<file path="src/rtl/enigma_pkg.sv">
// Shared types and constants for the Enigma plugboard configuration controller.
package enigma_pkg;

    localparam int LETTERS   = 26;
    localparam int IDX_W     = 5;
    localparam int MAX_PAIRS = 10;
    localparam int COUNT_W   = 4;

    typedef logic [LETTERS-1:0] letter_t;
    typedef logic [IDX_W-1:0]   idx_t;

    typedef enum logic [2:0] {
        ERR_NONE    = 3'd0,
        ERR_ONEHOT  = 3'd1,
        ERR_PLUGGED = 3'd2,
        ERR_SAME    = 3'd3,
        ERR_FULL    = 3'd4
    } err_t;

    typedef enum logic [1:0] {
        S_IDLE   = 2'd0,
        S_FIRST  = 2'd1,
        S_COMMIT = 2'd2,
        S_CLEAR  = 2'd3
    } state_t;

endpackage

</file>
<file path="src/rtl/onehot_to_idx.sv">
// Converts a 26-bit one-hot letter to its 5-bit index and flags whether the
// input really was one-hot (zero and multi-hot inputs give o_onehot_ok = 0).
module onehot_to_idx
    import enigma_pkg::*;
(
    input  letter_t    i_onehot,
    output idx_t       o_idx,
    output logic       o_onehot_ok
);

    logic [IDX_W-1:0] w_count;

    // OR together the positions of all set bits and count how many are set.
    always_comb begin
        // NOTE: every output of a combinational block gets a default first, so no path leaves it unassigned and no latch is inferred.
        o_idx   = '0;
        w_count = '0;
        for (int i = 0; i < LETTERS; i++) begin
            if (i_onehot[i]) begin
                o_idx   = o_idx | idx_t'(i);
                w_count = w_count + 1'b1;
            end
        end
    end

    assign o_onehot_ok = (w_count == IDX_W'(1));

endmodule

</file>
<file path="src/rtl/plugboard_config_ctrl.sv">
// Enigma plugboard configuration controller: validates letter-pair entries,
// keeps a 26-entry symmetric partner map and serves two registered lookups.
module plugboard_config_ctrl
    import enigma_pkg::*;
(
    input  logic               CLOCK_50,
    input  logic               reset,
    input  logic               cfg_mode,
    input  logic               clear,
    input  logic [LETTERS-1:0] letter_in,
    input  logic               letter_valid,
    output logic               busy,
    output logic [LETTERS-1:0] pending_letter,
    output logic [COUNT_W-1:0] pair_count,
    output logic               pair_done,
    output logic               err_valid,
    output logic [2:0]         err_code,
    input  logic [LETTERS-1:0] fwd_in,
    output logic [LETTERS-1:0] fwd_out,
    input  logic [LETTERS-1:0] rev_in,
    output logic [LETTERS-1:0] rev_out
);

    // Partner map: identity entry means the letter is unplugged.
    idx_t               r_map [LETTERS];

    state_t             r_state;
    idx_t               r_first;
    idx_t               r_second;
    idx_t               r_sweep;
    logic [COUNT_W-1:0] r_pair_count;
    letter_t            r_pending;
    logic               r_busy;
    logic               r_pair_done;
    logic               r_err_valid;
    err_t               r_err_code;
    letter_t            r_fwd_out;
    letter_t            r_rev_out;

    idx_t               w_in_idx;
    logic               w_in_ok;
    idx_t               w_fwd_idx;
    logic               w_fwd_ok;
    idx_t               w_rev_idx;
    logic               w_rev_ok;
    logic               w_in_plugged;
    logic               w_full;
    err_t               w_idle_err;
    err_t               w_first_err;
    idx_t               w_fwd_part;
    idx_t               w_rev_part;

    onehot_to_idx u_entry_dec (
        .i_onehot    (letter_in),
        .o_idx       (w_in_idx),
        .o_onehot_ok (w_in_ok)
    );

    onehot_to_idx u_fwd_dec (
        .i_onehot    (fwd_in),
        .o_idx       (w_fwd_idx),
        .o_onehot_ok (w_fwd_ok)
    );

    onehot_to_idx u_rev_dec (
        .i_onehot    (rev_in),
        .o_idx       (w_rev_idx),
        .o_onehot_ok (w_rev_ok)
    );

    assign w_full = (r_pair_count == COUNT_W'(MAX_PAIRS));

    // Classify the entered letter; the map is only indexed when the index is valid.
    always_comb begin
        w_in_plugged = 1'b0;
        if (w_in_ok) begin
            w_in_plugged = (r_map[w_in_idx] != w_in_idx);
        end

        w_idle_err = ERR_NONE;
        if (!w_in_ok) begin
            w_idle_err = ERR_ONEHOT;
        end else if (w_full) begin
            w_idle_err = ERR_FULL;
        end else if (w_in_plugged) begin
            w_idle_err = ERR_PLUGGED;
        end

        w_first_err = ERR_NONE;
        if (!w_in_ok) begin
            w_first_err = ERR_ONEHOT;
        end else if (w_in_idx == r_first) begin
            w_first_err = ERR_SAME;
        end else if (w_in_plugged) begin
            w_first_err = ERR_PLUGGED;
        end
    end

    // Fetch partner indices for the two lookup ports; invalid inputs fetch nothing.
    always_comb begin
        w_fwd_part = '0;
        w_rev_part = '0;
        if (w_fwd_ok) begin
            w_fwd_part = r_map[w_fwd_idx];
        end
        if (w_rev_ok) begin
            w_rev_part = r_map[w_rev_idx];
        end
    end

    // Entry/commit/clear sequencer; owns the partner map and all status outputs.
    always_ff @(posedge CLOCK_50) begin
        if (reset) begin
            // NOTE: the map is a flop array, not a RAM, because reset must restore identity for every letter in a single cycle.
            for (int i = 0; i < LETTERS; i++) begin
                r_map[i] <= idx_t'(i);
            end
            r_state      <= S_IDLE;
            r_first      <= '0;
            r_second     <= '0;
            r_sweep      <= '0;
            r_pair_count <= '0;
            r_pending    <= '0;
            r_busy       <= 1'b0;
            r_pair_done  <= 1'b0;
            r_err_valid  <= 1'b0;
            r_err_code   <= ERR_NONE;
        end else begin
            // NOTE: non-blocking assignments everywhere here, so every branch reads the pre-edge state.
            r_pair_done <= 1'b0;
            r_err_valid <= 1'b0;

            if (clear && (r_state != S_CLEAR)) begin
                r_state    <= S_CLEAR;
                r_sweep    <= '0;
                r_busy     <= 1'b1;
                r_pending  <= '0;
                r_err_code <= ERR_NONE;
            end else begin
                case (r_state)
                    S_IDLE: begin
                        if (letter_valid && cfg_mode) begin
                            if (w_idle_err != ERR_NONE) begin
                                r_err_valid <= 1'b1;
                                r_err_code  <= w_idle_err;
                            end else begin
                                r_first   <= w_in_idx;
                                r_pending <= letter_in;
                                r_state   <= S_FIRST;
                            end
                        end
                    end

                    S_FIRST: begin
                        if (!cfg_mode) begin
                            r_pending <= '0;
                            r_state   <= S_IDLE;
                        end else if (letter_valid) begin
                            if (w_first_err != ERR_NONE) begin
                                r_err_valid <= 1'b1;
                                r_err_code  <= w_first_err;
                                r_pending   <= '0;
                                r_state     <= S_IDLE;
                            end else begin
                                r_second    <= w_in_idx;
                                r_busy      <= 1'b1;
                                r_pair_done <= 1'b1;
                                r_state     <= S_COMMIT;
                            end
                        end
                    end

                    S_COMMIT: begin
                        r_map[r_first]  <= r_second;
                        r_map[r_second] <= r_first;
                        r_pair_count    <= r_pair_count + 1'b1;
                        r_pending       <= '0;
                        r_busy          <= 1'b0;
                        r_state         <= S_IDLE;
                    end

                    S_CLEAR: begin
                        r_map[r_sweep] <= r_sweep;
                        if (r_sweep == idx_t'(LETTERS - 1)) begin
                            r_pair_count <= '0;
                            r_busy       <= 1'b0;
                            r_state      <= S_IDLE;
                        end else begin
                            r_sweep <= r_sweep + 1'b1;
                        end
                    end

                    default: begin
                        r_state <= S_IDLE;
                    end
                endcase
            end
        end
    end

    // Registered one-hot images of the two lookups, independent of the sequencer.
    always_ff @(posedge CLOCK_50) begin
        if (reset) begin
            r_fwd_out <= '0;
            r_rev_out <= '0;
        end else begin
            r_fwd_out <= w_fwd_ok ? (letter_t'(1) << w_fwd_part) : '0;
            r_rev_out <= w_rev_ok ? (letter_t'(1) << w_rev_part) : '0;
        end
    end

    assign busy           = r_busy;
    assign pending_letter = r_pending;
    assign pair_count     = r_pair_count;
    assign pair_done      = r_pair_done;
    assign err_valid      = r_err_valid;
    assign err_code       = r_err_code;
    assign fwd_out        = r_fwd_out;
    assign rev_out        = r_rev_out;

endmodule

</file>
<file path="config.mk">
export PLATFORM = sky130hd
export DESIGN_NAME = plugboard_config_ctrl
export DESIGN_NICKNAME = d
export VERILOG_FILES = /design/src/rtl/enigma_pkg.sv /design/src/rtl/onehot_to_idx.sv /design/src/rtl/plugboard_config_ctrl.sv
export SDC_FILE = /design/constraint.sdc
export NUM_CORES = 1
export LEC_CHECK = 0
export BUFFER_PORTS_ARGS = -buffer_cell sky130_fd_sc_hd__buf_4
export CAP_MARGIN = 30
export CORE_UTILIZATION = 56
export CTS_BUF_LIST = sky130_fd_sc_hd__clkbuf_4
export CTS_CLUSTER_SIZE = 10
export DETAILED_ROUTE_END_ITERATION = 16
export PLACE_DENSITY = 0.75
export SYNTH_ARGS = -nofsm -noshare
export SYNTH_HDL_FRONTEND = slang
export SYNTH_HIERARCHICAL = 1
export SYNTH_SLANG_ARGS = --single-unit
</file>
<file path="constraint.sdc">
create_clock -name CLOCK_50 -period 26.9 [get_ports CLOCK_50]
set_clock_uncertainty 0.05 [all_clocks]
set_input_delay 5.38 -clock CLOCK_50 [delete_from_list [all_inputs] [get_ports CLOCK_50]]
set_output_delay 5.38 -clock CLOCK_50 [all_outputs]
set_load 0.02 [all_outputs]
</file>
* Word-level counts from Yosys, hierarchy flattened
Memories as Yosys holds them, arrays and structs flattened.
Cells that the tools add are included.
** Word-level totals
- Memories :: 1
- Bits in writable memories :: 130
- Register bits :: 105
- Output and inout bits :: 88
- Logic and storage cells :: 550
** Memory list
- r_map :: depth 26, width 5, rd ports 3, clocked after memory_dff 0, wr ports 26, RTL line plugboard_config_ctrl.sv:25 : idx_t r_map [LETTERS];
** Operators by class
- Bitwise logic cells :: 2
- Equality and inequality tests :: 26
- Muxes and demuxes :: 402
- Shifts and indexed selects :: 2
- Add/sub/neg operators :: 77
- Reductions and logical operators :: 28
** Operators with widths (count)
- two-way mux 5 bit :: 156
- two-way mux 26 bit :: 28
- adder 5 x 1 -> 5 bit (second input constant) :: 76
- two-way mux 3 bit :: 50
- two-way mux 4 bit :: 32
- two-way mux 1 bit :: 91
- two-way mux 2 bit :: 39
- case mux 26 bit (3 select lines) :: 1
- << shifter 1 x 5 -> 26 bit (first input constant) :: 2
- inequality test 4 bit (second input constant) :: 8
- == test 5 x 1 -> 1 bit (second input constant) :: 3
- AND reduction 5 bit :: 3
- OR reduction 5 bit :: 3
- nonzero test 3 bit :: 4
- inequality test 5 bit (second input constant) :: 2
- nonzero test 2 bit :: 5
- nonzero test 5 bit :: 2
- inequality test 2 bit (second input constant) :: 4
- case mux 2 bit (4 select lines) :: 1
- case mux 4 bit (2 select lines) :: 1
- AND reduction 4 bit :: 2
- inequality test 3 bit (second input constant) :: 2
- case mux 3 bit (2 select lines) :: 1
- AND reduction 6 bit :: 1
- other kinds (16) :: 20

* Longest topological paths before layout
Gate-level depths: netlist (run 1).
- Depth after elaboration :: 80
- Depth in mapped cells :: 91

* Modules after synthesis
The synthesis (run 1) kept the hierarchy.
** By module, submodules not included
- plugboard_config_ctrl :: area each 15332.2 um^2, cells an instance 1457, instances 1, sequential area each 6906.6 um^2
- onehot_to_idx :: area each 3001.6 um^2, cells an instance 404, instances 3, sequential area each 0.0 um^2

* Least setup slack after synthesis (run 1)
No wires, ideal clock.
- Path kind :: input port to flip-flop
- Start :: input port letter_in[0]
- End :: register r_pending[10] (netlist: pending_letter[10])
- Path buffers :: 1
- Slack :: 5.708 ns
- Arrival time :: 21.009 ns
- Stages :: 89
- Path through :: inv_1 ha_1 xnor2_2 inv_1 ha_1 mux2_2 ha_1 nand2_1 o21ai_0 or2_2 ha_1 nor2b_1 nor2_1 ha_1 nand2_1 nand2_1 ha_1 nor2_1 (+53 left out) inv_1 ha_1 nand2_1 o21ai_0 ha_1 nand2_1 xnor2_1 xnor2_1 xnor2_1 nand2_1 o32ai_1 or4b_1 nand3_1 nand4b_1 o22a_1 clkbuf_1 o21ai_0 a21oi_1
** Between the ends
- Longest elaborated chain between the ends :: 62
- Elaborated cells between the ends (all ways) :: 69
** RTL lines
- start: declaration :: RTL line plugboard_config_ctrl.sv:10 : input logic [LETTERS-1:0] letter_in,
- two-way mux 1 bit * :: RTL line onehot_to_idx.sv:19 : if (i_onehot[i]) begin
- adder 5 x 1 -> 5 bit :: RTL line onehot_to_idx.sv:21 : w_count = w_count + 1'b1;
- two-way mux 5 bit * :: RTL line onehot_to_idx.sv:19
- adder 5 x 1 -> 5 bit :: RTL line onehot_to_idx.sv:21
- two-way mux 5 bit * :: RTL line onehot_to_idx.sv:19
- adder 5 x 1 -> 5 bit :: RTL line onehot_to_idx.sv:21
- two-way mux 5 bit * :: RTL line onehot_to_idx.sv:19
- adder 5 x 1 -> 5 bit :: RTL line onehot_to_idx.sv:21
- (+44 left out)
- named net w_in_ok :: RTL line plugboard_config_ctrl.sv:41 : logic w_in_ok;
- (+1 left out)
- two-way mux 2 bit :: RTL line plugboard_config_ctrl.sv:85, plugboard_config_ctrl.sv:94
- two-way mux 3 bit, on equally long branches :: RTL line plugboard_config_ctrl.sv:92, plugboard_config_ctrl.sv:83
- two-way mux 3 bit, on equally long branches :: RTL line plugboard_config_ctrl.sv:90, plugboard_config_ctrl.sv:81
- two-way mux 3 bit, on equally long branches :: RTL line plugboard_config_ctrl.sv:92, plugboard_config_ctrl.sv:83
- two-way mux 3 bit, on equally long branches (2 in a row) :: RTL line plugboard_config_ctrl.sv:90, plugboard_config_ctrl.sv:81
- nonzero test 3 bit, on equally long branches :: RTL line plugboard_config_ctrl.sv:159, plugboard_config_ctrl.sv:143
- inequality test 5 bit (no line) or inequality test 4 bit (tied branches)
- AND reduction 5 bit (no line) *
- end signal: assignment :: RTL line plugboard_config_ctrl.sv:148 : r_pending <= letter_in;
- end: declaration :: RTL line plugboard_config_ctrl.sv:32 : letter_t r_pending;
The timed path passes the listed nets; every way through them passes the cells marked *. The select of a mux whose other input is x is not followed.
A chain may end at the register's enable or synchronous reset.

* Worst setup path after layout (run 1)
- Start :: input port letter_in[1]
- End :: register r_pending[23] (netlist: pending_letter[23])
** Between the ends
- Longest elaborated chain between the ends :: 60
- Elaborated cells between the ends (all ways) :: 95
** RTL lines (RTL line)
- two-way mux 5 bit * :: onehot_to_idx.sv:19
- adder 5 x 1 -> 5 bit :: onehot_to_idx.sv:21
- two-way mux 5 bit * :: onehot_to_idx.sv:19
- adder 5 x 1 -> 5 bit :: onehot_to_idx.sv:21
- two-way mux 5 bit * :: onehot_to_idx.sv:19
- adder 5 x 1 -> 5 bit :: onehot_to_idx.sv:21
- two-way mux 5 bit * :: onehot_to_idx.sv:19
- adder 5 x 1 -> 5 bit :: onehot_to_idx.sv:21
- (+42 left out)
- named net w_in_ok :: plugboard_config_ctrl.sv:41
- (+1 left out)
- two-way mux 2 bit :: plugboard_config_ctrl.sv:85, plugboard_config_ctrl.sv:94
- two-way mux 3 bit, on equally long branches :: plugboard_config_ctrl.sv:92, plugboard_config_ctrl.sv:83
- two-way mux 3 bit, on equally long branches :: plugboard_config_ctrl.sv:90, plugboard_config_ctrl.sv:81
- two-way mux 3 bit, on equally long branches :: plugboard_config_ctrl.sv:92, plugboard_config_ctrl.sv:83
- two-way mux 3 bit, on equally long branches (2 in a row) :: plugboard_config_ctrl.sv:90, plugboard_config_ctrl.sv:81
- nonzero test 3 bit, on equally long branches :: plugboard_config_ctrl.sv:159, plugboard_config_ctrl.sv:143
- inequality test 5 bit (no line) or inequality test 4 bit (tied branches)
- AND reduction 5 bit (no line) *
Marks and branches as above.

==> results of run 1 <==
-- registers in the layout (all words and copies together) (netlist names) --
register	flops
r_sweep	5
err_valid	1
r_second	5
r_first	5
pair_done	1
err_code	3
pair_count	4
r_map	160
fwd_out	26
busy	1
rev_out	26
r_state	2
pending_letter	26
-- worst register-to-register path, stage by stage, from the launching register on --
cell and delay [ns]:
edfxtp_1 0.43, mux4_2 0.48, nand2b_1 0.17, o31ai_1 0.11, nand4_1 0.31, and3_1 0.28
or4_1 0.92, o22ai_2 0.91, o21ai_0 0.21, a21oi_1 0.17
-- layout make-up --
| cell class | count | area (um^2) |
|---|---|---|
| Multi-Input combinational cell | 2152 | 16350 |
| Fill cell | 3600 | 16300 |
| Sequential cell | 265 | 6910 |
| Timing Repair Buffer | 192 | 1516 |
| Tap cell | 585 | 732.0 |
| Clock buffer | 95 | 713.2 |
| Inverter | 70 | 262.8 |
| Clock inverter | 33 | 188.9 |
| Antenna cell | 2 | 5.005 |
-- final timing paths --
kind	startpoint	endpoint	slack, ns	cells past startpoint
setup / recovery	letter_in[1]	pending_letter[23]	3.99	89
hold / removal	err_code[2]	err_code[2]	0.41	2
setup reg to reg	r_map[22][3]	pending_letter[23]	22.81	9
hold reg to reg	err_code[2]	err_code[2]	0.41	2
-- Yosys cell counts, drive strengths merged (11+ instances only) --
master  instances  area share (%)
mux4          106             9.8
a31oi          27            0.69
nand2         310             4.8
o21ai         142             2.9
a22o           22            0.79
nand2b         23            0.59
o22a           33             1.2
nand3b         19            0.59
nor2          306             4.8
mux2i          77             3.2
nor4           32            0.82
xor2           57             2.1
nand4          32            0.82
a21oi         187             3.8
dfxtp         105             8.6
nor3           58             1.3
a22oi          15            0.46
o211ai         19            0.59
mux2           18            0.83
clkbuf        117             1.8
buf            65             1.9
o31ai          17            0.52
nor2b          20            0.51
or3            25            0.64
edfxtp        160              20
inv            70             1.1
nand3          65             1.3
nand4b         34             1.2
ha             84             4.3
or2            17            0.44
and2           24            0.62
xnor2         175             7.2
nor3b          11            0.34
xnor3          36             3.4
-- routing by layer --
| layer | wire, um | track usage [%] | vias up |
|---|---|---|---|
| met5 | 33 | 0 | - |
| met4 | 2524 | 12.77 | 4 |
| li1 | - | - | 10080 |
| met1 | 28020 | 41.19 | 10550 |
| met2 | 33770 | 52.77 | 1349 |
| met3 | 8900 | 8.433 | 244 |
-- cell families (layout without fill, tap and decap cells) --
logic type	Yosys count	after routing
DFF	265	265
buffers and inverters	252	390
muxes	201	201
xor gates and xnor gates	274	274
and+or+nand+nor	1010	1010
adders and majority gates	84	84
AOI/OAI and AO/OA	583	583
other	0	2
-- power by group --
group / internal [mW] / switching, mW / total (mW)
clock network: 0.185 / 0.189 / 0.374
logic: 1.26 / 1.62 / 2.88
registers: 0.442 / 0.0136 / 0.456
total: 1.88 / 1.82 / 3.71
==> qor.csv, run 1 <==
stage;metric;value;unit
yosys;#FFs+latches synth;265;
cells_and_area;Final Core Density;62.07;%
worst_setup_path;CP required;27.53;ns
cells_and_area;final std cells w/o fill;3394;
worst_setup_path;Crit-path slowest cell;o22ai_2;
yosys;Post-synth EDFFs;160;
yosys;multiplexer share of the synthesized area;13.84;%
routing;Routed WL per cell;21.58;um
clock_tree;Clock Tree Buf Depth;3;
global_route;grt total ovfl;0;
yosys;syn_nets;2836;
yosys;complex-gate fraction of the synthesized area;15.34;%
routing;DR pass1 iterations;6;
cells_and_area;most common cell after layout, fill and taps aside;nand2_1;
clock_tree;post_cts resized;0;
worst_setup_path;crit end category;flop;
timing;final worst slack;3.988;ns
yosys;syn_area_per_cell;9.118;um^2
yosys;register area share after synthesis;28.38;%
timing;Tcrit/Tclk final;85.17;%
routing;Total Routed Length;73240;um
global_route;largest net degree at the start of global routing;55;
cells_and_area;Layout area overhead;9.619;%
floorplan;Core Region;0.04298;mm^2
routing;initial DRC count;2584;
worst_setup_path;crit-path max FO;26;
clock_tree;CTS Hold Bufs;0;
timing;f_max;0.04365;GHz
clock_tree;root buf cell;clkbuf_4;
placement;Inst Count DP;3263;
worst_setup_path;CP bufs+invs;7;
routing;DRC;0;
clock_tree;CTS Buf Count;74;
floorplan;Ports;171;
worst_setup_path;critical path class;input port to flop;
placement;RD Place Congestion;0.9573;
worst_setup_path;Worst path top cell family by delay;adder cells;
placement;dpl cell area;0.02576;mm^2
pwr;Peak VDD IR;0.0002462;V
placement;hpwl dp;51590;um
timing;Slew @ Worst Pin;1.041;ns
flow_run;max_cap viols;0;
pwr;total power;3.708;mW
floorplan;Starting Density;56.62;%
yosys;YS warnings;6;
clock_tree;CTS tree;built;
global_route;vias in the first global route;21060;
pwr;LEAKAGE;10.22;nW
worst_setup_path;Startpoint Class;input port;
timing;Pins Over Slew Limit;0;
global_route;first-pass GRT wire length;113500;um
status;status;completed;
cells_and_area;fin nets;2922;
yosys;Synth Area in Simple Gates;19.92;%
cells_and_area;most frequent cells in the layout;nand2_1 (307), nor2_1 (305), a21oi_1 (187), buf_4 (187), edfxtp_1 (160);
timing;minimum clock period;22.91;ns
yosys;post-synthesis adder-cell area fraction;4.319;%
routing;ANT nets after route;0;
global_route;GRT Resource Usage Total;32.41;%
worst_hold_path;Hold Path Class;flop to flop;
floorplan;die area;0.04430;mm^2
clock_tree;Worst-path clk slew;0.06;ns
cells_and_area;Final Cell Area;0.02668;mm^2
worst_setup_path;slowest stage delay, CP;0.76;ns
worst_setup_path;most frequent CP cell;ha_1;
clock_tree;clk sinks;265;
yosys;Syn Inst Count;2669;
floorplan;Die Wd;210.5;um
routing;via count;22230;
yosys;mapped cell area;0.02434;mm^2
timing;Hold Slack;0.4108;ns
timing;final setup violation count;0;
clock_tree;H-tree levels;3;
floorplan;row count;76;
timing;final hold viol count;0;
timing;relative slew slack;30.35;%
yosys;Post-synth ARST share;0;%
clock_tree;post-CTS setup buffer count;0;
placement;Port-buffer cells;170;
worst_setup_path;critical path arrival;23.54;ns
routing;via/cell ratio;6.550;
yosys;synth unique cells;89;
timing;RSZ-0062 raised after global routing;no;
floorplan;Die Ht;210.5;um
timing;setup TNS;0;ns
yosys;Post-Synth XOR/XNOR Area;13.41;%
yosys;top_reg_cell synth;edfxtp_1;
yosys;largest family of logic cells by synthesized area;simple AND/OR/NAND/NOR gates;
pwr;pwr/cell area;139.0;mW/mm^2
global_route;initial antenna violation count;4;
clock_tree;Clock Latency Late Sink;0.77;ns
cells_and_area;layout cells sized above 1;18.35;%
placement;dpl ws;3.520;ns
No activity file was read; power rests on OpenSTA's default activity.
==> inputs of run 2 (changes only) <==
--- a/config.mk
+++ b/config.mk
@@ -11,7 +11,7 @@
 export CTS_BUF_LIST = sky130_fd_sc_hd__clkbuf_4
 export CTS_CLUSTER_SIZE = 10
 export DETAILED_ROUTE_END_ITERATION = 16
-export PLACE_DENSITY = 0.75
+export PLACE_DENSITY_LB_ADDON = 0.2
 export SYNTH_ARGS = -nofsm -noshare
 export SYNTH_HDL_FRONTEND = slang
 export SYNTH_HIERARCHICAL = 1
==> run 2 against run 1 <==
Power about the same. Via count shrank 0.16%. Setup slack improved by 0.047 ns. Sequential share of layout area about the same. Final cell count up 0.24%. First-iteration DRC count is 11% higher. Routed wire length rose by 0.97%. Cell area up 0.19%. Core utilization rose by 0.12 points. Worst hold slack better by 0.0077 ns. Critical path depth stayed put. Clock power is 5% higher. Largest cell class unchanged.
==> qor.csv, run 2 (synthesized netlist as in run 1, its figures left out) <==
stage;metric;value;unit;change
global_route;first-pass GRT wire length;115200;um;+1.5%
worst_setup_path;Crit Reg-Reg Startpoint;r_map[22][3];;
cells_and_area;Final Cell Area;0.02673;mm^2;+0.19%
clock_tree;CTS Buf Count;74;;unchanged
cells_and_area;most common cell after layout, fill and taps aside;nand2_1;;
pwr;Clock Power Share;10.6;%;+0.5 points
pwr;sw frac;48.71;%;-0.48 points
global_route;largest net degree at the start of global routing;55;;unchanged
worst_setup_path;reg2reg end;pending_letter[23];;
worst_setup_path;crit-path max FO;26;;unchanged
cells_and_area;most frequent cells in the layout;nand2_1 (307), nor2_1 (305), buf_4 (188);;
floorplan;Ports;171;;unchanged
cells_and_area;Layout area overhead;9.825;%;
pwr;Power Internal;1.903;mW;+1.0%
clock_tree;CTS tree;built;;
timing;Tcrit/Tclk final;85.00;%;-0.17 points
status;status;completed;;
worst_hold_path;hold endpoint;err_code[2];;
pwr;net switching power;1.807;mW;-0.94%
global_route;grt total ovfl;0;;unchanged
worst_setup_path;CP required;27.57;ns;+0.04 ns
routing;Routed WL per cell;21.74;um;+0.73%
routing;via/cell ratio;6.524;;-0.40%
worst_setup_path;Worst path top cell family by delay;adder cells;;
routing;DR pass1 iterations;6;;unchanged
floorplan;row count;76;;unchanged
placement;Inst Count DP;3264;;+0.031%
routing;via count;22200;;-0.16%
cells_and_area;final std cells w/o fill;3402;;+0.24%
timing;setup TNS;0;ns;unchanged
worst_setup_path;Crit-path slowest cell;o22ai_2;;
placement;dpl ws;3.498;ns;-0.02211 ns
placement;Port-buffer cells;170;;unchanged
global_route;GRT Resource Usage Total;33.07;%;+0.65 points
routing;initial DRC count;2871;;+11%
worst_setup_path;critical path class;input port to flop;;
clock_tree;root buf cell;clkbuf_4;;
global_route;vias in the first global route;21050;;-0.052%
global_route;initial antenna violation count;2;;-2
pwr;Flop pwr share;12.3;%;about the same
worst_hold_path;Hold Crit Depth;2;;unchanged
worst_hold_path;Hold Path Class;flop to flop;;
timing;final setup violation count;0;;unchanged
routing;ANT nets after route;0;;unchanged
pwr;total power;3.710;mW;about the same
placement;dpl cell area;0.02574;mm^2;about the same
placement;RD Place Congestion;1.005;;+5.0%
floorplan;die area;0.04430;mm^2;unchanged
timing;f_max;0.04373;GHz;+0.20%
worst_setup_path;slowest stage delay, CP;0.80;ns;+0.04 ns
placement;hpwl dp;51990;um;+0.77%
clock_tree;post-CTS setup buffer count;0;;unchanged
floorplan;Die Ht;210.5;um;unchanged
pwr;LEAKAGE;10.24;nW;+0.24%
clock_tree;Clock Latency Late Sink;0.84;ns;+0.07 ns
routing;Total Routed Length;73950;um;+0.97%
worst_setup_path;worst reg2reg setup slack;22.97;ns;+0.16 ns
timing;minimum clock period;22.87;ns;-0.04670 ns
pwr;Comb power frac;77.1;%;-0.5 points
pwr;Peak VDD IR;0.0002479;V;+0.67%
cells_and_area;layout cells sized above 1;18.71;%;+0.36 points
cells_and_area;max FFs per register;160;;unchanged
cells_and_area;Reg with most FFs;r_map;;
worst_setup_path;CP bufs+invs;7;;unchanged
worst_setup_path;reg2reg path depth;9;;unchanged
timing;relative slew slack;21.00;%;-9.4 points
worst_hold_path;worst hold start;err_code[2];;
clock_tree;Worst-path clk slew;0.07;ns;about the same
timing;Pins Over Slew Limit;0;;unchanged
floorplan;Starting Density;56.62;%;unchanged
clock_tree;Clock Tree Buf Depth;3;;unchanged
clock_tree;clk sinks;265;;unchanged
pwr;pwr/cell area;138.8;mW/mm^2;-0.14%
clock_tree;post_cts resized;0;;unchanged
floorplan;Die Wd;210.5;um;unchanged
worst_setup_path;Startpoint Class;input port;;
cells_and_area;fin nets;2922;;unchanged
flow_run;max_cap viols;0;;unchanged
routing;DRC;0;;unchanged
timing;final hold viol count;0;;unchanged
worst_setup_path;crit end category;flop;;
timing;RSZ-0062 raised after global routing;no;;
timing;final worst slack;4.035;ns;+0.04670 ns
worst_setup_path;most frequent CP cell;ha_1;;
clock_tree;CTS Hold Bufs;0;;unchanged
floorplan;Core Region;0.04298;mm^2;unchanged
worst_setup_path;critical path arrival;23.53;ns;about the same
timing;Slew @ Worst Pin;1.181;ns;+0.1399 ns
clock_tree;H-tree levels;3;;unchanged
==> run 2: cell types whose count changed in the layout (fill, tap and decap cells not counted), moves of 2 or more <==
cell | before | now
clkbuf_4 | 95 | 109
clkinv_1 | 21 | 15
clkinv_2 | 6 | 4
clkinvlp_4 | 0 | 2
diode_2 | 2 | 5
inv_2 | 4 | 2
==> run 2: power groups by stage <==
stage / sequential [mW] / combinational (mW) / clock, mW
detailed placement: 0.464 / 2.81 / 0
floorplan: 0.465 / 2.35 / 0
global placement: 0.463 / 2.72 / 0
finish: 0.456 / 2.86 / 0.393
CTS: 0.455 / 2.83 / 0.394
global route: 0.457 / 3.15 / 0.415
==> run 2: worst reg2reg max path, stage by stage, from the launching register on <==
cell and delay (ns):
edfxtp_1 0.44, mux4_2 0.47, nand2b_1 0.16, o31ai_1 0.10, nand4_1 0.19, and3_1 0.24, or4_1 0.90, o22ai_2 0.95
o21ai_0 0.21, a21oi_1 0.16
==> run 2: final cells by class <==
type	instances	area, um^2
fill	3658	16250
clock buffer	109	818.3
tap	585	732.0
clock inverter	24	155.1
timing repair buffer	192	1496
sequential	265	6910
multi-input combinational	2152	16340
inverter	70	262.8
antenna	5	12.51
==> run 2: worst max path at each step <==
| stage | start | cells after the start | end |
|---|---|---|---|
| CTS | letter_in[0] | 89 | pending_letter[10] |
| detailed placement | letter_in[0] | 89 | pending_letter[10] |
| floorplan | letter_in[0] | 89 | pending_letter[10] |
| finish | letter_in[0] | 89 | pending_letter[23] |
| global route | letter_in[0] | 89 | pending_letter[23] |
| global placement | letter_in[0] | 89 | pending_letter[1] |
==> run 2: layer usage <==
layer  vias to the layer above  wire (um)  GRT usage (%)
li1                      10090          -              -
met3                       233       9005          8.060
met5                         -          0              0
met1                     10490      28890          43.62
met2                      1384      33420          52.22
met4                         0       2644          13.32
==> run 2: stage by stage <==
stage / hold WS (ns) / utilization [%]
2_1_floorplan: 0.4829 / -
3_3_place_gp: 0.3985 / 59.69
3_5_place_dp: 0.3976 / 59.89
4_1_cts: 0.4167 / 62.16
5_1_grt: 0.4505 / 62.17
6_report: 0.4185 / 62.19
